==> src/rtl/coin_payout_ctrl.sv <==
// Change-payout controller: pays a cent amount out as quarters, dimes and nickels.
// Each ejected coin is confirmed by the hopper exit sensor, and the coin inventory is tracked.
module coin_payout_ctrl #(
    parameter int unsigned AMT_W     = 7,
    parameter int unsigned CNT_W     = 8,
    parameter int unsigned PULSE_LEN = 2,
    parameter int unsigned TIMEOUT   = 16
) (
    input  logic             clk,
    input  logic             reset,
    input  logic             req_valid,
    output logic             req_ready,
    input  logic [AMT_W-1:0] req_amount,
    input  logic             load_en,
    input  logic [CNT_W-1:0] load_quarters,
    input  logic [CNT_W-1:0] load_dimes,
    input  logic [CNT_W-1:0] load_nickels,
    input  logic             coin_sensed,
    output logic             eject_quarter,
    output logic             eject_dime,
    output logic             eject_nickel,
    output logic             busy,
    output logic             done,
    output logic             err,
    output logic [1:0]       err_code,
    output logic [AMT_W-1:0] paid_amount,
    output logic [CNT_W-1:0] inv_quarters,
    output logic [CNT_W-1:0] inv_dimes,
    output logic [CNT_W-1:0] inv_nickels
);

    localparam int unsigned TMR_MAX = (TIMEOUT > PULSE_LEN) ? TIMEOUT : PULSE_LEN;
    localparam int unsigned TMR_W   = $clog2(TMR_MAX + 1);

    localparam logic [1:0] ERR_NONE    = 2'd0;
    localparam logic [1:0] ERR_ALIGN   = 2'd1;
    localparam logic [1:0] ERR_EMPTY   = 2'd2;
    localparam logic [1:0] ERR_TIMEOUT = 2'd3;

    typedef enum logic [2:0] {
        S_IDLE,
        S_CHECK,
        S_SELECT,
        S_EJECT,
        S_WAIT,
        S_FIN
    } state_t;

    typedef enum logic [1:0] {
        COIN_NONE,
        COIN_Q,
        COIN_D,
        COIN_N
    } coin_t;

    state_t           state, state_nx;
    coin_t            sel, sel_nx;
    logic [AMT_W-1:0] remaining, rem_nx;
    logic [AMT_W-1:0] paid_nx;
    logic [CNT_W-1:0] invq_nx, invd_nx, invn_nx;
    logic [1:0]       code_nx;
    logic             err_nx;
    logic [TMR_W-1:0] tmr, tmr_nx;
    logic             sensed, sensed_nx;
    logic             credit;
    logic [AMT_W-1:0] coin_val;

    // Value of the coin currently being paid out.
    always_comb begin
        coin_val = '0;
        case (sel)
            COIN_Q:  coin_val = AMT_W'(25);
            COIN_D:  coin_val = AMT_W'(10);
            COIN_N:  coin_val = AMT_W'(5);
            default: coin_val = '0;
        endcase
    end

    // Ready only while idle and not being loaded; a load takes priority over a request.
    assign req_ready = (state == S_IDLE) && !load_en;

    // Next-state and datapath update.
    always_comb begin
        state_nx  = state;
        sel_nx    = sel;
        rem_nx    = remaining;
        paid_nx   = paid_amount;
        invq_nx   = inv_quarters;
        invd_nx   = inv_dimes;
        invn_nx   = inv_nickels;
        code_nx   = err_code;
        err_nx    = err;
        tmr_nx    = tmr;
        sensed_nx = sensed;
        credit    = 1'b0;

        case (state)
            S_IDLE: begin
                tmr_nx    = '0;
                sensed_nx = 1'b0;
                if (load_en) begin
                    invq_nx = load_quarters;
                    invd_nx = load_dimes;
                    invn_nx = load_nickels;
                end else if (req_valid) begin
                    rem_nx   = req_amount;
                    paid_nx  = '0;
                    err_nx   = 1'b0;
                    code_nx  = ERR_NONE;
                    state_nx = S_CHECK;
                end
            end
            S_CHECK: begin
                if ((remaining % AMT_W'(5)) != '0) begin
                    code_nx  = ERR_ALIGN;
                    state_nx = S_FIN;
                end else begin
                    state_nx = S_SELECT;
                end
            end
            S_SELECT: begin
                tmr_nx    = '0;
                sensed_nx = 1'b0;
                if (remaining == '0) begin
                    state_nx = S_FIN;
                end else if (remaining >= AMT_W'(25) && inv_quarters != '0) begin
                    sel_nx   = COIN_Q;
                    state_nx = S_EJECT;
                end else if (remaining >= AMT_W'(10) && inv_dimes != '0) begin
                    sel_nx   = COIN_D;
                    state_nx = S_EJECT;
                end else if (inv_nickels != '0) begin
                    sel_nx   = COIN_N;
                    state_nx = S_EJECT;
                end else begin
                    code_nx  = ERR_EMPTY;
                    state_nx = S_FIN;
                end
            end
            S_EJECT: begin
                // A coin sensed during the strobe is credited once; the strobe still runs full length.
                if (coin_sensed && !sensed) begin
                    credit    = 1'b1;
                    sensed_nx = 1'b1;
                end
                if (tmr == TMR_W'(PULSE_LEN - 1)) begin
                    tmr_nx   = '0;
                    state_nx = (sensed || coin_sensed) ? S_SELECT : S_WAIT;
                end else begin
                    tmr_nx = tmr + TMR_W'(1);
                end
            end
            S_WAIT: begin
                if (coin_sensed) begin
                    credit   = 1'b1;
                    state_nx = S_SELECT;
                end else if (tmr == TMR_W'(TIMEOUT - 1)) begin
                    code_nx  = ERR_TIMEOUT;
                    state_nx = S_FIN;
                end else begin
                    tmr_nx = tmr + TMR_W'(1);
                end
            end
            S_FIN: begin
                state_nx = S_IDLE;
            end
            default: begin
                state_nx = S_IDLE;
            end
        endcase

        // Account for a confirmed coin.
        if (credit) begin
            rem_nx  = remaining - coin_val;
            paid_nx = paid_amount + coin_val;
            case (sel)
                COIN_Q:  invq_nx = inv_quarters - CNT_W'(1);
                COIN_D:  invd_nx = inv_dimes - CNT_W'(1);
                COIN_N:  invn_nx = inv_nickels - CNT_W'(1);
                default: ;
            endcase
        end

        // Error flag becomes visible together with the done pulse.
        if (state_nx == S_FIN) begin
            err_nx = (code_nx != ERR_NONE);
        end
    end

    // State, datapath and registered output flags.
    always_ff @(posedge clk or negedge reset) begin
        if (!reset) begin
            state         <= S_IDLE;
            sel           <= COIN_NONE;
            remaining     <= '0;
            paid_amount   <= '0;
            inv_quarters  <= '0;
            inv_dimes     <= '0;
            inv_nickels   <= '0;
            err_code      <= ERR_NONE;
            err           <= 1'b0;
            tmr           <= '0;
            sensed        <= 1'b0;
            eject_quarter <= 1'b0;
            eject_dime    <= 1'b0;
            eject_nickel  <= 1'b0;
            busy          <= 1'b0;
            done          <= 1'b0;
        end else begin
            state         <= state_nx;
            sel           <= sel_nx;
            remaining     <= rem_nx;
            paid_amount   <= paid_nx;
            inv_quarters  <= invq_nx;
            inv_dimes     <= invd_nx;
            inv_nickels   <= invn_nx;
            err_code      <= code_nx;
            err           <= err_nx;
            tmr           <= tmr_nx;
            sensed        <= sensed_nx;
            eject_quarter <= (state_nx == S_EJECT) && (sel_nx == COIN_Q);
            eject_dime    <= (state_nx == S_EJECT) && (sel_nx == COIN_D);
            eject_nickel  <= (state_nx == S_EJECT) && (sel_nx == COIN_N);
            busy          <= (state_nx != S_IDLE);
            done          <= (state_nx == S_FIN);
        end
    end

endmodule

==> config.mk <==
export PLATFORM = sky130hd
export DESIGN_NAME = coin_payout_ctrl
export DESIGN_NICKNAME = d
export VERILOG_FILES = /design/src/rtl/coin_payout_ctrl.sv
export SDC_FILE = /design/constraint.sdc
export NUM_CORES = 1
export LEC_CHECK = 0
export BUFFER_PORTS_ARGS = -buffer_cell sky130_fd_sc_hd__buf_2
export CAP_MARGIN = 20
export CORE_MARGIN = 2
export CORE_UTILIZATION = 57
export CTS_BUF_LIST = sky130_fd_sc_hd__clkbuf_8
export CTS_CLUSTER_SIZE = 16
export DETAILED_ROUTE_END_ITERATION = 8
export PLACE_DENSITY = 0.82
export SLEW_MARGIN = 30
export SYNTH_ARGS = -nofsm -noshare
export SYNTH_HDL_FRONTEND = slang
export SYNTH_SLANG_ARGS = --single-unit
export TNS_END_PERCENT = 30
==> constraint.sdc <==
create_clock -name clk -period 2.5 [get_ports clk]
set_input_delay 0 -clock clk [delete_from_list [all_inputs] [get_ports clk]]
set_output_delay 0 -clock clk [all_outputs]
set_load 0.005 [all_outputs]
==> results of run 1 <==
-- synth_stat cells (2+ instances only) --
cell type / number / area [µm²]
nor3b_1: 2 / 15.0
nand3_1: 18 / 90.1
xor2_1: 2 / 17.5
nor2b_1: 13 / 81.3
nor2_1: 41 / 154
nor4_1: 3 / 18.8
fa_1: 2 / 40.0
o21a_1: 4 / 30.0
a21o_1: 3 / 22.5
buf_2: 7 / 35.0
a32oi_1: 2 / 17.5
nor4bb_1: 2 / 20.0
nand2_1: 42 / 158
nand2b_1: 7 / 43.8
ha_1: 21 / 263
a31oi_1: 4 / 25.0
or3_1: 4 / 25.0
a21oi_1: 35 / 175
nor4b_1: 2 / 17.5
inv_1: 33 / 124
a311oi_1: 4 / 35.0
clkbuf_1: 7 / 26.3
o22ai_1: 2 / 12.5
a221o_1: 6 / 60.1
and2_1: 5 / 31.3
nor3_1: 16 / 80.1
o21ai_0: 35 / 175
dfrtp_1: 57 / 1430
mux2i_1: 6 / 60.1
o221a_2: 4 / 45.0
xnor2_1: 4 / 35.0
nand4_1: 4 / 25.0
and3_1: 4 / 25.0
o211ai_1: 4 / 30.0
o32ai_1: 4 / 35.0
o221ai_1: 2 / 17.5
or2_2: 3 / 18.8
a22oi_1: 4 / 30.0
and2b_1: 2 / 15.0
o21ai_1: 3 / 15.0
-- kinds of logic (layout without fill, tap and decap cells) --
family | Yosys count | count (layout) | synth area share
multiplexers | 6 | 6 | 0.0159
AO/OA/AOI/OAI | 125 | 125 | 0.222
XOR/XNOR | 6 | 6 | 0.0139
adder cells (fa/ha/maj) | 23 | 23 | 0.0802
AND/OR/NAND/NOR | 176 | 176 | 0.240
buffers and inverters | 48 | 169 | 0.0510
flip-flops | 57 | 57 | 0.378
-- area by class of cell --
| cell class | instances | area [µm²] |
|---|---|---|
| Fill cell | 480 | 1590 |
| Clock buffer | 9 | 124 |
| Sequential cell | 57 | 1430 |
| Inverter | 33 | 124 |
| Timing Repair Buffer | 120 | 793 |
| Multi-Input combinational cell | 336 | 2170 |
| Clock inverter | 7 | 63.8 |
| Tap cell | 77 | 96.3 |
-- routing by layer --
metal / up-vias / global-route usage / wire length, µm
li1: 1824 / - / -
met2: 189 / 0.475 / 4990
met1: 1849 / 0.373 / 4220
met4: 0 / 0.111 / 238
met3: 33 / 0.0506 / 718
met5: - / 0 / 0
-- sequential cells by signal, indices dropped and copies added, names as in the netlist, 3 cells and up --
name	flops
inv_quarters	8
state	3
inv_dimes	8
inv_nickels	8
tmr	5
remaining	7
paid_amount	7
-- what timing repair did --
item	4_1_cts	5_1_grt
setup buffers	0	0
hold endpoints to repair	75	0
endpoints found under the setup margin	0	6
hold buffers	31	0
gates resized for setup	0	5
-- through the flow --
stage	instance area [µm²]	instances	hold slack, ns	power (µW)	worst slack [ns]
floorplan	3780	441	-0.296	3890	0.308
global placement	4290	592	0.196	4700	0.225
detailed placement	4290	592	0.0501	4830	0.0725
CTS	4790	639	0.0318	5730	0.0437
global route	4790	639	0.0412	6280	0.00858
finish	4790	639	0.0214	5800	0.123
-- worst min-delay path, cell delays in order --
cell and delay [ns]:
buf_2 0.08, o22ai_1 0.08, nor2_1 0.14
-- how the worst max path moves through the flow --
stage | endpoint | from | cells after the start | slack (ns)
CTS | remaining[5] | sel[0] | 11 | 0.04
detailed placement | remaining[5] | sel[0] | 11 | 0.07
global route | remaining[5] | sel[0] | 11 | 0.009
floorplan | eject_nickel | inv_nickels[0] | 8 | 0.31
global placement | remaining[5] | sel[0] | 11 | 0.22
finish | remaining[5] | sel[0] | 11 | 0.12
-- power by group --
| group | internal, µW | total, µW | switching, µW |
|---|---|---|---|
| registers | 1300 | 1820 | 516 |
| clock network | 450 | 822 | 371 |
| logic | 1410 | 3150 | 1750 |
| total | 3160 | 5800 | 2630 |
==> reports/results.txt, run 1 <==
outcome -> complete, no violations
Total GRT Usage -> 0.286
sequential fraction of the synthesis area -> 0.378
Clock Sinks -> 57
TritonCTS buffer count -> 9
final RePlAce weighted congestion -> 0.869
LEAKAGE -> 0.00225 µW
Critical R2R Capture -> remaining[5]
fraction of registers with async set/reset -> 1.00
IO Pins -> 76
die area -> 7290 µm²
share of cells above drive strength 1 -> 0.217
antenna-violating nets left -> 0
initial antenna violation count -> 0
Final Cycle Share -> 0.951
slew margin rel. -> 0.592
syn avg cell area -> 8.57 µm²
kind of critical path -> flip-flop to flip-flop
CP Cell Sequence -> inv_1, ha_2, inv_1, ha_1, nor2b_1, o21ai_1, a21oi_1, o21a_1, nor2_1, o21ai_0, a221o_1
via/cell ratio -> 6.10
die height -> 85.4 µm
count of pins over their slew limit -> 0
cell family with most CP delay -> compound AO/OA/AOI/OAI gates
final hold vios -> 0
core area -> 6390 µm²
# rows -> 29
Worst Path Required -> 2.71 ns
final WL -> 10200 µm
Fmax -> 0.421 GHz
Synth-to-Final Area Change -> 26.9%
number of global-route vias before repair -> 3675
Yosys warnings -> 0
first-pass GRT wire length -> 16800 µm
Worst path max stage delay -> 0.45 ns
Clk Latency, worst-skew pair -> 0.34 ns
total global routing overflow -> 0
largest net degree at the start of global routing -> 48
Bufs and invs on worst path -> 2
worst reg2reg startpoint -> sel[0]
max-cap violation count -> 0
final setup vio count -> 0
Port Buf Inserts -> 75
nets@finish -> 616
crit end category -> flip-flop
ys flop type -> dfrtp_1
count of mapped cells out of synthesis -> 441
via count -> 3895
CP max FO -> 6
arrival time of the worst setup path -> 2.59 ns
Post-synth EDFFs -> 0
Routed wire per std cell -> 15.9 µm
R2R depth -> 11
Post-route DRC -> 0
setup slack, reg-to-reg -> 0.12 ns
Worst Hold Class -> input port to flip-flop
final antenna diode count -> 0
Reg clk slew, reported paths -> 0.07 ns
Fin Setup TNS -> 0 ns
crit path time final -> 2.38 ns
unrepaired setup endpoints after global routing -> no
Detail Placement HPWL -> 7040 µm
Crit-path slowest cell -> dfrtp_2
Worst Hold Depth -> 3
#FFs+latches synth -> 57
Die X -> 85.4 µm
Worst setup SP type -> flip-flop
pwr dens -> 1210 nW/µm²
most common cell after layout, fill and taps aside -> buf_2
Clock Tree Buf Depth -> 2
CTS Root Cell -> clkbuf_8
skew final -> 0.0136 ns
synthesized area -> 3780 µm²
Synth cell types -> 58
Net Count, Synth -> 500
most frequent cells in the layout -> buf_2, dfrtp_1, nand2_1, nor2_1
Final Core Density -> 0.751
maximum VDD drop -> 0.735 mV
drt pass-1 iters -> 5
worst hold start -> load_nickels[6]
htree depth -> 3
Worst Max-Slew Pin Slew -> 0.611 ns
1st-iter DRT viols -> 313
CP most frequent cell -> inv_1
Initial Util -> 0.591
WHS Endpoint -> inv_nickels[6]
CTS tree -> done
Note: power is estimated with default switching activity, not from simulation.
==> inputs of run 2 (changes only) <==
- BUFFER_PORTS_ARGS: -buffer_cell sky130_fd_sc_hd__buf_2 -> not set
- CORE_UTILIZATION: 57 -> 35
- DONT_BUFFER_PORTS: not set -> 1
- PLACE_DENSITY: 0.82 -> 0.49
==> run 2 against run 1 <==
Net effect:
- clock-buffer cell count grew 4
- sequential cell count did not move
- utilization shrank 31 points
- critical path depth is 1 lower
- global-route usage down 9.5 points
- critical endpoint is now remaining[6]
- largest cell class unchanged
==> reports/results.txt, run 2 (synthesized netlist as in run 1, its figures left out) <==
outcome -> complete, no violations
via/cell ratio -> 5.39
most frequent cells in the layout -> dfrtp_1, nand2_1, nor2_1, a21oi_1
via count -> 3415
1st-iter DRT viols -> 251
count of pins over their slew limit -> 0
total global routing overflow -> 0
final hold vios -> 0
Crit-path slowest cell -> dfrtp_1
Routed wire per std cell -> 16.8 µm
Worst path max stage delay -> 0.49 ns
Synth-to-Final Area Change -> 22.5%
skew final -> 0.0103 ns
LEAKAGE -> 0.00203 µW
Final Power -> 5650 µW
Sw Ratio -> 0.459
max-cap violation count -> 0
Clk Latency, worst-skew pair -> 0.33 ns
Detail Placement HPWL -> 7520 µm
Clock Tree Buf Depth -> 2
final antenna diode count -> 0
CTS Root Cell -> clkbuf_8
Psw -> 2590 µW
die height -> 108 µm
Fmax -> 0.428 GHz
nets@finish -> 552
IO Pins -> 76
Bufs and invs on worst path -> 1
Reg clk slew, reported paths -> 0.07 ns
crit end category -> flip-flop
most common cell after layout, fill and taps aside -> dfrtp_1
Post-route DRC -> 0
Int Pwr -> 3060 µW
Clock power frac -> 0.150
initial antenna violation count -> 0
die area -> 11600 µm²
# rows -> 37
final WL -> 10700 µm
final setup vio count -> 0
slew margin rel. -> 0.510
number of global-route vias before repair -> 3469
CTS tree -> done
drt pass-1 iters -> 4
Filler Cell Count -> 1051
CP Cell Sequence -> inv_1, ha_1, fa_1, nor2b_1, o21ai_0, nand2b_1, and2_1, nor3_1, nor3b_1, a221o_1
Port Buf Inserts -> 0
core area -> 10400 µm²
combinational share of power -> 0.519
Clock Sinks -> 57
Final Core Density -> 0.444
first-pass GRT wire length -> 17500 µm
biggest regs -> inv_dimes (8), inv_nickels (8), inv_quarters (8)
final instance area -> 4630 µm²
Worst Path Required -> 2.72 ns
kind of critical path -> flip-flop to flip-flop
cell count after placement -> 583
Worst setup SP type -> flip-flop
CP max FO -> 8
area of placed instances -> 4040 µm²
Final Cycle Share -> 0.934
Reg power frac -> 0.331
cell family with most CP delay -> simple AND/OR/NAND/NOR gates
arrival time of the worst setup path -> 2.55 ns
htree depth -> 3
Die X -> 108 µm
final hold slack -> 0.0382 ns
Initial Util -> 0.363
final RePlAce weighted congestion -> 0.850
pwr dens -> 1220 nW/µm²
Worst Hold Class -> input port to output pin
maximum VDD drop -> 0.443 mV
TritonCTS buffer count -> 9
Worst Max-Slew Pin Slew -> 0.730 ns
antenna-violating nets left -> 0
share of cells above drive strength 1 -> 0.114
Total GRT Usage -> 0.191
largest net degree at the start of global routing -> 58
Layout Cells excl Fill -> 634
crit path time final -> 2.33 ns
-- run 2: power by group through the flow --
stage / combinational, µW / sequential (µW) / clock (µW)
3_3_place_gp: 2770 / 1870 / 0
6_report: 2930 / 1870 / 848
2_1_floorplan: 2240 / 1650 / 0
4_1_cts: 2890 / 1860 / 879
3_5_place_dp: 2800 / 1880 / 0
5_1_grt: 3360 / 1950 / 923
-- run 2: final timing paths --
path / slack [ns] / from / endpoint / cells after the start
hold reg to reg: 0.51 / tmr[4] / tmr[4] / 2
min in group asynchronous: 0.24 / reset / inv_dimes[5] / 2
max in group asynchronous: 1.96 / reset / sel[0] / 2
setup / recovery: 0.17 / remaining[0] / remaining[6] / 10
setup reg to reg: 0.17 / remaining[0] / remaining[6] / 10
hold / removal: 0.04 / load_en / req_ready / 1
-- run 2: worst reg2reg max path, cell delays in order, from the launching register on --
cell	delay [ns]
dfrtp_1	0.49
inv_1	0.13
ha_1	0.23
fa_1	0.39
nor2b_1	0.19
o21ai_0	0.10
nand2b_1	0.09
and2_1	0.14
nor3_1	0.06
nor3b_1	0.15
a221o_1	0.25
-- run 2: metal layers --
metal  up-vias  track usage  routed length [µm]
met2        96        0.307                4840
met4         0       0.0559                 133
li1       1694            -                   -
met1      1613        0.251                5020
met5         -            0                   0
met3        12       0.0527                 671
-- run 2: per-stage QoR --
stage          worst slack, ns  TNS, ns
2_1_floorplan            0.308        0
3_3_place_gp             0.151        0
3_5_place_dp             0.110        0
4_1_cts                 0.0910        0
5_1_grt                -0.0103  -0.0103
6_report                 0.165        0
-- run 2: timing repair --
item	in CTS	in global routing
setup buffers	0	0
endpoints found under the setup margin	0	4
hold buffers	35	0
hold endpoints to repair	91	0
resized for setup	0	7
-- run 2: final cells by class --
type / instances / area (µm²) / share of cell area
clock inverter: 3 / 13.8 / 0.00297
sequential: 57 / 1430 / 0.309
tap: 136 / 170 / 0.0368
clock buffer: 13 / 179 / 0.0387
timing repair buffer: 56 / 526 / 0.114
inverter: 33 / 124 / 0.0268
multi-input combinational: 336 / 2190 / 0.473
